$ cat config.mk
export PLATFORM = sky130hd
export DESIGN_NAME = cnt5_arb_flat
export DESIGN_NICKNAME = d
export VERILOG_FILES = /design/src/rtl/cnt5_pkg.sv /design/src/rtl/cnt5_arb_if.sv /design/src/rtl/cnt5_en.sv /design/src/rtl/cnt5_arb.sv /design/src/flat_wrapper.sv
export SDC_FILE = /design/constraint.sdc
export NUM_CORES = 1
export LEC_CHECK = 0
export CAP_MARGIN = 40
export CORE_MARGIN = 8
export CORE_UTILIZATION = 54
export CTS_BUF_LIST = sky130_fd_sc_hd__clkbuf_8
export DETAILED_ROUTE_END_ITERATION = 16
export DONT_BUFFER_PORTS = 1
export GPL_TIMING_DRIVEN = 0
export MAX_ROUTING_LAYER = met4
export PLACE_DENSITY = 0.69
export SYNTH_ARGS = -nofsm -noshare
export SYNTH_HDL_FRONTEND = slang
export SYNTH_SLANG_ARGS = --single-unit
export TNS_END_PERCENT = 30
$ cat constraint.sdc
create_clock -name clk -period 2 [get_ports clk]
set_input_delay 0.1 -clock clk [delete_from_list [all_inputs] [get_ports clk]]
set_output_delay 0.1 -clock clk [all_outputs]
set_load 0.02 [all_outputs]
$ cat src/rtl/cnt5_pkg.sv
// cnt5_pkg: shared state encodings and counter constants for the mod-5 arbiter
package cnt5_pkg;
   localparam logic [1:0] IDLE = 2'd0;
   localparam logic [1:0] RUN  = 2'd1;
   localparam logic [1:0] DONE = 2'd2;
   localparam logic [2:0] ZERO  = 3'b000;
   localparam logic [2:0] ONE   = 3'b001;
   localparam logic [2:0] TWO   = 3'b010;
   localparam logic [2:0] THREE = 3'b011;
   localparam logic [2:0] FOUR  = 3'b100;
   localparam int CNT_MOD = 5;
endpackage

$ cat src/rtl/cnt5_arb_if.sv
// cnt5_arb_if: requester-side job handshake and counter observation bundle
interface cnt5_arb_if #(parameter int STEP_W = 3);
   logic [1:0] req;
   logic dir0;
   logic dir1;
   logic [STEP_W-1:0] steps0;
   logic [STEP_W-1:0] steps1;
   logic [1:0] gnt;
   logic [1:0] done;
   logic busy;
   logic [2:0] cnt;
   modport master (output req, dir0, dir1, steps0, steps1, input gnt, done, busy, cnt);
   modport slave (input req, dir0, dir1, steps0, steps1, output gnt, done, busy, cnt);
endinterface

$ cat src/rtl/cnt5_en.sv
// cnt5_en: mod-5 up/down counter with enable, wrapping 4->0 and 0->4
module cnt5_en
   import cnt5_pkg::*;
(
   input  logic clk,
   input  logic reset_n,
   input  logic en,
   input  logic inc,
   output logic [2:0] cnt
);
   localparam logic [2:0] TOP = 3'(CNT_MOD - 1);
   // step once per enabled cycle in the requested direction, wrapping at the ends
   always_ff @(posedge clk or negedge reset_n)
      if (!reset_n) cnt <= ZERO;
      else if (en) cnt <= inc ? ((cnt == TOP) ? ZERO : cnt + ONE) : ((cnt == ZERO) ? TOP : cnt - ONE);
endmodule

$ cat src/rtl/cnt5_arb.sv
// cnt5_arb: two-requester round-robin job sequencer driving a shared mod-5 counter
module cnt5_arb
   import cnt5_pkg::*;
#(
   parameter int STEP_W = 3
) (
   input  logic clk,
   input  logic reset_n,
   cnt5_arb_if.slave bus
);
   logic [1:0] state;
   logic owner;
   logic dir;
   logic ptr;
   logic [STEP_W-1:0] rem;
   logic [1:0] gnt;
   logic [1:0] done;
   logic [2:0] cnt;
   logic win;
   logic [1:0] win_oh;
   logic [STEP_W-1:0] win_steps;
   logic [1:0] own_oh;
   assign win = (bus.req == 2'b11) ? ptr : bus.req[1];
   assign win_oh = win ? 2'b10 : 2'b01;
   assign win_steps = win ? bus.steps1 : bus.steps0;
   assign own_oh = owner ? 2'b10 : 2'b01;
   assign bus.gnt = gnt;
   assign bus.done = done;
   assign bus.busy = (state != IDLE);
   assign bus.cnt = cnt;
   cnt5_en u_cnt (
      .clk(clk),
      .reset_n(reset_n),
      .en(state == RUN),
      .inc(dir),
      .cnt(cnt)
   );
   // arbitrate in IDLE, count down the latched job in RUN, hand priority over after DONE
   always_ff @(posedge clk or negedge reset_n)
      if (!reset_n) begin
         state <= IDLE;
         owner <= 1'b0;
         dir <= 1'b0;
         ptr <= 1'b0;
         rem <= '0;
         gnt <= 2'b00;
         done <= 2'b00;
      end else begin
         gnt <= 2'b00;
         case (state)
            IDLE:
               if (|bus.req) begin
                  owner <= win;
                  dir <= win ? bus.dir1 : bus.dir0;
                  rem <= win_steps;
                  gnt <= win_oh;
                  state <= (win_steps == '0) ? DONE : RUN;
                  done <= (win_steps == '0) ? win_oh : 2'b00;
               end
            RUN: begin
               rem <= rem - 1'b1;
               if (rem == STEP_W'(1)) begin
                  state <= DONE;
                  done <= own_oh;
               end
            end
            DONE: begin
               done <= 2'b00;
               ptr <= ~owner;
               state <= IDLE;
            end
            default: state <= IDLE;
         endcase
      end
endmodule
$ cat src/flat_wrapper.sv
// flat-port wrapper written by rule: the top's interface ports become plain ports
module cnt5_arb_flat import cnt5_pkg::*;
#(
   parameter int STEP_W = 3
)
  (clk, reset_n, bus_req, bus_dir0, bus_dir1, bus_steps0, bus_steps1, bus_gnt, bus_done, bus_busy, bus_cnt);
  cnt5_arb_if #(.STEP_W(STEP_W)) bus_i ();
  input  logic clk;
  input  logic reset_n;
  input wire logic [$bits(bus_i.req)-1:0] bus_req;
  input wire logic [$bits(bus_i.dir0)-1:0] bus_dir0;
  input wire logic [$bits(bus_i.dir1)-1:0] bus_dir1;
  input wire logic [$bits(bus_i.steps0)-1:0] bus_steps0;
  input wire logic [$bits(bus_i.steps1)-1:0] bus_steps1;
  output wire logic [$bits(bus_i.gnt)-1:0] bus_gnt;
  output wire logic [$bits(bus_i.done)-1:0] bus_done;
  output wire logic [$bits(bus_i.busy)-1:0] bus_busy;
  output wire logic [$bits(bus_i.cnt)-1:0] bus_cnt;
  assign bus_i.req = bus_req;
  assign bus_i.dir0 = bus_dir0;
  assign bus_i.dir1 = bus_dir1;
  assign bus_i.steps0 = bus_steps0;
  assign bus_i.steps1 = bus_steps1;
  assign bus_gnt = bus_i.gnt;
  assign bus_done = bus_i.done;
  assign bus_busy = bus_i.busy;
  assign bus_cnt = bus_i.cnt;
  cnt5_arb #(.STEP_W(STEP_W)) u_core (.clk(clk), .reset_n(reset_n), .bus(bus_i));
endmodule
Word-level counts from Yosys, hierarchy flattened. Index checks and enable logic that the tools add are counted.

Reduce and logical (&&, ||, !) cells: 11. Mux-type cells: 20. Bitwise gates (word level): 1. Add/subtract/negate cells: 3. Equality and inequality tests: 7.

Operators with widths (number): 2-bit two-way mux (10); 3-bit two-way mux (5); 3-bit logical NOT (2); 2-bit case mux with 3 select lines (1); 3-bit case mux with 2 select lines (1); 2-bit AND reduction (3); 3-bit by 1-bit subtractor with 3-bit output, second input constant (2); 2-bit equality test, second input constant (2); 2-bit by 1-bit inequality test with 1-bit output, second input constant (2); 2-bit case mux with 2 select lines (1); 2-bit nonzero test (2); 3-bit by 1-bit adder with 3-bit output, second input constant (1); 3-bit by 1-bit equality test with 1-bit output, second input constant (1); 3-bit equality test, second input constant (1); 3-bit AND reduction (1); 3-bit nonzero test (1); 2-bit by 1-bit equality test with 1-bit output, second input constant (1); 2-bit logical NOT (1); 1-bit two-way mux (2); 2-bit OR reduction (1); 1-bit inverter (1).

Output and inout bits: 8. Input bits: 12. Flip-flop bits (word level): 15.

Longest topological paths before layout. Gate-level depths: netlist of run 1.

Word-level depth: 7. Gate-level depth with buffers: 7. Depth with buffers taken out: 6.

By module. Synthesis of run 1 repeated with hierarchy kept, for this count alone.

Cell total of the unflattened synthesis: 98. Area, all modules: 934.6 µm².

Modules (own cells, without submodules): cnt5_arb (times used 1, area an instance 719.4 µm², cells each 74); cnt5_en (times used 1, area an instance 215.2 µm², cells each 24).

Least setup slack after synthesis of run 1. OpenSTA, ideal clock, no wires.

Kind: reg-to-reg. From: reg u_core.state[1]. To: reg u_core.u_cnt.cnt[2]. Setup time: 0.129 ns. Clock period less this slack: 1.555 ns. Arrival time: 1.426 ns. Slack: 0.445 ns. Path buffers: 2. Cell stages (with the launch flop): 8. Path through: dfrtp_1 inv_1 ha_1 clkbuf_1 clkbuf_1 nand4b_1 o21ai_0 a21oi_1.

Longest elaborated chain between the ends: 1.

Ends and longest elaborated chain: start: declaration (RTL line cnt5_arb.sv:11) `logic [1:0] state;`; start signal: assignment (RTL line cnt5_arb.sv:57) `state <= (win_steps == '0) ? DONE : RUN;`; 2-bit by 1-bit equality test with 1-bit output (RTL line cnt5_arb.sv:34) `.en(state == RUN),`; end signal: assignment (RTL line cnt5_en.sv:15) `else if (en) cnt <= inc ? ((cnt == TOP) ? ZERO : cnt + ONE) : ((cnt == ZERO) ? TOP : cnt - ONE);`; end: declaration (RTL line cnt5_en.sv:9) `output logic [2:0] cnt`.

Every way passes these cells. A chain may end at the register's enable or synchronous reset.

Worst setup path after layout of run 1. Same ends and word-level chain as after synthesis.

==> flow_summary.toml, run 1 <==
[pwr]
cellPowerDensity_nw_per_um2 = 1620
power.leakage_nw = 0.486
ir_drop_uv = 819
power_mw = 1.73

[die]
start_util = 0.572
io_pins = 20
die_w_um = 58.5
die_h_um = 58.5
coreArea_um2 = 1710
std_cell_rows = 15
die_area_um2 = 3430

[cts]
cts_tree = "done"
clockBufferDepth = 2
cts.clk_slew.worst_paths_ns = 0.07
postCtsSetupBuffers = 0
cts_root_buf = "clkbuf_8"
h-tree-depth = 1
clk_latency_ns = 0.25
cts_sinks = 15
cts_buffers = 3

[placement]
place_area_um2 = 1010
dp_hpwl_um = 1620
port_buffers = 0
gp_congestion = 0.818

[sta]
setup-violations-final = 0
finalHoldViolCount = 0
skew_ns = 0.00237
min_period_over_period = 0.881
slew_headroom = 0.524
fin_hold_ws_ns = 0.0806
tightest_slew_ns = 0.712
rsz0062_at_grt = "no"
tns_ns = 0
final_max_slew_viol_count = 0
max_freq_mhz = 568
period_minus_slack_ns = 1.76

[global_route]
overflow = 0
grt_max_degree = 16
antenna_found_initial = 0
grt_pass1_vias = 777
grt_pass1_wl_um = 3550
grt_usage = 0.137

[setup_path]
startpoint_type = "register"
arrival_ns = 1.89
crit_type = "register to register"
cp.required_ns = 2.13
cp_max_fo = 10
cp-end-kind = "register"

[detailed_routing]
vias = 772
ant_nets = 0
wl_um = 2140
drt_iter0_markers = 14
wl_per_cell_um = 16.1
drt_first_pass_iters = 4
route.detailed.drc = 0
viasPerCell = 5.80

[finish]
final_common_cell = "dfrtp_1"
drive_above_1_share = 0.111
fillers = 150
stdcell_area_um2 = 1070
area_growth_pct = 9.09
fin_nets = 130
utilization = 0.624
layout_common_cells = "15 x dfrtp_1, 10 x inv_1, 10 x o21ai_0"
antenna_cells = 0

[logic_synthesis]
synth_warnings = 0
synth_edf_count = 0
synth_top_area_cell = "dfrtp_1"
synth_area_leaders = "dfrtp_1 38%, ha_1 12%, o21ai_0 5.1%, inv_1 3.8%, a22o_1 3.6%"
synth.ff_latch_count = 15
synth_fp_nets = 124
async_flop_share = 1.00
synthCells = 103
synth_cell_types = 36
synth_seq_area_share = 0.384
avgSynthCellArea_um2 = 9.49
dominantRegCellSynth = "dfrtp_1"
synth_area_um2 = 977
yosys.area.top_type_share = 0.384

[worst_hold_path]
hold_path.class = "input port to register"

[outcome]
outcome = "complete, no violations"

[run]
cap_violations = 0
-- critical path, stage by stage (launching register included) --
cell and delay, ns:
dfrtp_1 0.40, inv_1 0.13, ha_1 0.21, clkbuf_1 0.35
clkbuf_2 0.30, nand4b_1 0.11, o21ai_0 0.08, a21oi_1 0.05
-- sequential cells by signal, summed over array words and instances (netlist names) --
register / flops
u_core.u_cnt.cnt: 3
u_core.rem: 3
u_core.ptr: 1
u_core.owner: 1
u_core.bus.gnt: 2
u_core.state: 2
u_core.bus.done: 2
u_core.dir: 1
-- layer usage --
| metal | share of wire | wire [um] | global-route usage | vias up |
|---|---|---|---|---|
| met5 | 0 | 0 | - | - |
| met4 | 0.018 | 38 | 0.0594 | 0 |
| met3 | 0.034 | 72 | 0.0196 | 6 |
| met2 | 0.52 | 1110 | 0.220 | 18 |
| met1 | 0.43 | 917 | 0.168 | 367 |
| li1 | - | - | - | 381 |
-- per-stage QoR --
step / instances / worst slack, ns
after global routing: 133 / 0.0602
after detailed placement: 128 / 0.121
after floorplan: 103 / 0.445
after global placement: 128 / 0.207
after CTS: 133 / 0.104
final: 133 / 0.238
-- cell type report --
cell class,instances,area (um2),share of cell area
Sequential cell,15,375,0.352
Buffer,4,23.8,0.0223
Clock inverter,1,5.00,0.00469
Timing Repair Buffer,1,10.0,0.00939
Tap cell,25,31.3,0.0293
Inverter,10,37.5,0.0352
Multi-Input combinational cell,74,542,0.508
Clock buffer,3,41.3,0.0387
-- power by group --
group,total (mW),internal (mW),switching [mW]
Clock,0.256,0.138,0.118
Combinational,0.835,0.372,0.463
Sequential,0.636,0.440,0.195
Total,1.73,0.951,0.776
-- synth_stat cells, types with 2 or more instances --
master and n:
nor3_1 2, clkbuf_1 3, a21oi_1 5, dfrtp_1 15, ha_1 9, inv_1 10
mux2_2 3, nor2b_1 2, nand2_1 6, o21ai_0 10, a22o_1 4, nand3_1 4
mux2i_1 3, nor2_1 5
-- cell families (layout without fill, tap and decap cells) --
| logic type | Yosys count | count (layout) | share of synthesized area |
|---|---|---|---|
| buffers and inverters | 14 | 19 | 0.0615 |
| AND/OR/NAND/NOR | 26 | 26 | 0.140 |
| AO/OA/AOI/OAI | 32 | 32 | 0.225 |
| adder cells (fa/ha/maj) | 9 | 9 | 0.115 |
| XOR/XNOR | 1 | 1 | 0.00896 |
| multiplexers | 6 | 6 | 0.0653 |
| flip-flops | 15 | 15 | 0.384 |
-- repair_timing --
action | in CTS | in global routing
endpoints found under the setup margin | 0 | 3
hold buffers | 1 | 0
resized for setup | 0 | 2
endpoints found under the hold margin | 15 | 0
-- worst paths after layout --
kind	startpoint	to	slack (ns)	depth (start not counted)
worst max-delay path	u_core.state[1]	u_core.u_cnt.cnt[2]	0.24	7
worst max register to register	u_core.state[1]	u_core.u_cnt.cnt[2]	0.24	7
max in group asynchronous	reset_n	u_core.bus.gnt[1]	1.21	1
worst min-delay path	bus_steps1[1]	u_core.rem[1]	0.08	2
min in group asynchronous	reset_n	u_core.dir	0.34	1
worst min register to register	u_core.owner	u_core.ptr	0.50	1
Power figures use the tool's default switching activity.
==> run 2, diff against run 1 <==
- clock period: 2 -> 1.9 ns (I/O delays scaled with it)
==> run 2 against run 1 <==
Design area is 0.12% higher. Critical path depth is 1 lower. Register-to-register slack worse by 0.05 ns. Via count is 0.26% lower. Non-clock buffer count stayed put. Global-route usage stayed put. Worst hold slack worse by 0.0019 ns. Clock skew hardly changed. Flip-flop and latch count stayed put. First-iteration DRC count is 29% higher. Sequential power is 5.0% higher. Critical path type unchanged.
==> flow_summary.toml, run 2 (synthesis results as in run 1) <==
[global_route]
grt_pass1_wl_um = 3550
grt_usage = 0.137
grt_max_degree = 16
antenna_found_initial = 0
grt_pass1_vias = 777
overflow = 0

[sta]
tns_ns = 0
min_period_over_period = 0.900
final_max_slew_viol_count = 0
max_freq_mhz = 585
rsz0062_at_grt = "no"
tightest_slew_ns = 0.688
slew_headroom = 0.540
setup-violations-final = 0
skew_ns = 0.00241
finalHoldViolCount = 0
period_minus_slack_ns = 1.71

[setup_path]
endpoint = "u_core.rem[0]"
reg2reg_depth = 6
startpoint = "u_core.state[1]"
cp.required_ns = 2.03
cp-end-kind = "register"
arrival_ns = 1.84
crit_type = "register to register"
rrSetupSlack_ns = 0.19
startpoint_type = "register"
cp_max_fo = 8
r2r-start = "u_core.state[1]"
r2r_end = "u_core.rem[0]"

[detailed_routing]
route.detailed.drc = 0
wl_per_cell_um = 15.9
ant_nets = 0
vias = 770
viasPerCell = 5.79
drt_first_pass_iters = 4
drt_iter0_markers = 18
wl_um = 2120

[finish]
fin_nets = 130
utilization = 0.625
top_regs = "u_core.rem x3, u_core.u_cnt.cnt x3"
drive_above_1_share = 0.120
fillers = 151
final_common_cell = "dfrtp_1"
layout_common_cells = "15 x dfrtp_1, 10 x inv_1, 10 x o21ai_0"
area_growth_pct = 9.22
antenna_cells = 0

[worst_hold_path]
hold_path.class = "input port to register"
hp-start = "bus_steps1[1]"
min_path_cells = 2

[die]
start_util = 0.572
die_h_um = 58.5
die_w_um = 58.5
die_area_um2 = 3430
io_pins = 20
coreArea_um2 = 1710
std_cell_rows = 15

[cts]
cts_sinks = 15
cts.clk_slew.worst_paths_ns = 0.07
clockBufferDepth = 2
postCtsSetupBuffers = 0
cts_tree = "done"
clk_latency_ns = 0.25
cts_root_buf = "clkbuf_8"
h-tree-depth = 1
cts_buffers = 3

[outcome]
outcome = "complete, no violations"

[placement]
dp_hpwl_um = 1620
port_buffers = 0
gp_congestion = 0.818

[pwr]
power.leakage_nw = 0.489
power_mw = 1.82
ir_drop_uv = 856
cellPowerDensity_nw_per_um2 = 1700

[run]
cap_violations = 0
-- run 2: cell counts in the layout (fill, tap and decap cells not counted) --
Identical to the previous run, type by type.
-- run 2: area by class of cell --
type / instances / area, um2 / share of cell area
clock inverters: 1 / 5.00 / 0.00469
plain buffers: 4 / 25.0 / 0.0234
inverters: 10 / 37.5 / 0.0352
multi-input cells: 74 / 542 / 0.508
repair buffers: 1 / 10.0 / 0.00938
well taps: 25 / 31.3 / 0.0293
clock buffers: 3 / 41.3 / 0.0387
flip-flops and latches: 15 / 375 / 0.352
-- run 2: layer usage --
layer,vias up,GRT usage,wire length (um)
met1,372,0.168,926
met3,4,0.0196,54
met2,12,0.220,1110
met5,-,-,0
met4,0,0.0594,23
li1,382,-,-
-- run 2: power breakdown --
group,internal (mW),switching [mW]
registers,0.464,0.205
clock network,0.145,0.121
logic,0.395,0.487
-- run 2: timing repair --
item	4_1_cts	5_1_grt
hold endpoints to repair	15	0
gates resized for setup	0	4
hold buffers	1	0
endpoints found under the setup margin	0	5
-- run 2: worst max-delay path, stage by stage, from the launching register on --
cell and delay [ns]:
dfrtp_1 0.40, inv_1 0.13, ha_1 0.32, nor2_1 0.13
a21oi_1 0.29, mux2i_1 0.23, o41ai_1 0.09
-- run 2: how the worst min path moves through the flow --
stage                                    end  slack, ns
final                          u_core.rem[1]       0.08
after global routing           u_core.rem[1]       0.09
after CTS                      u_core.rem[0]       0.07
after detailed placement       u_core.rem[2]      -0.20
after global placement         u_core.rem[2]      -0.20
after floorplan           u_core.bus.done[0]      -0.20
-- run 2: through the flow --
step	instance area (um2)	worst slack (ns)	hold slack, ns	std cells
after floorplan	977	0.345	-0.201	103
after global placement	1010	0.107	-0.200	128
after detailed placement	1010	0.0207	-0.200	128
after CTS	1060	0.00424	0.0732	133
after global routing	1070	0.0548	0.0886	133
final	1070	0.190	0.0788	133
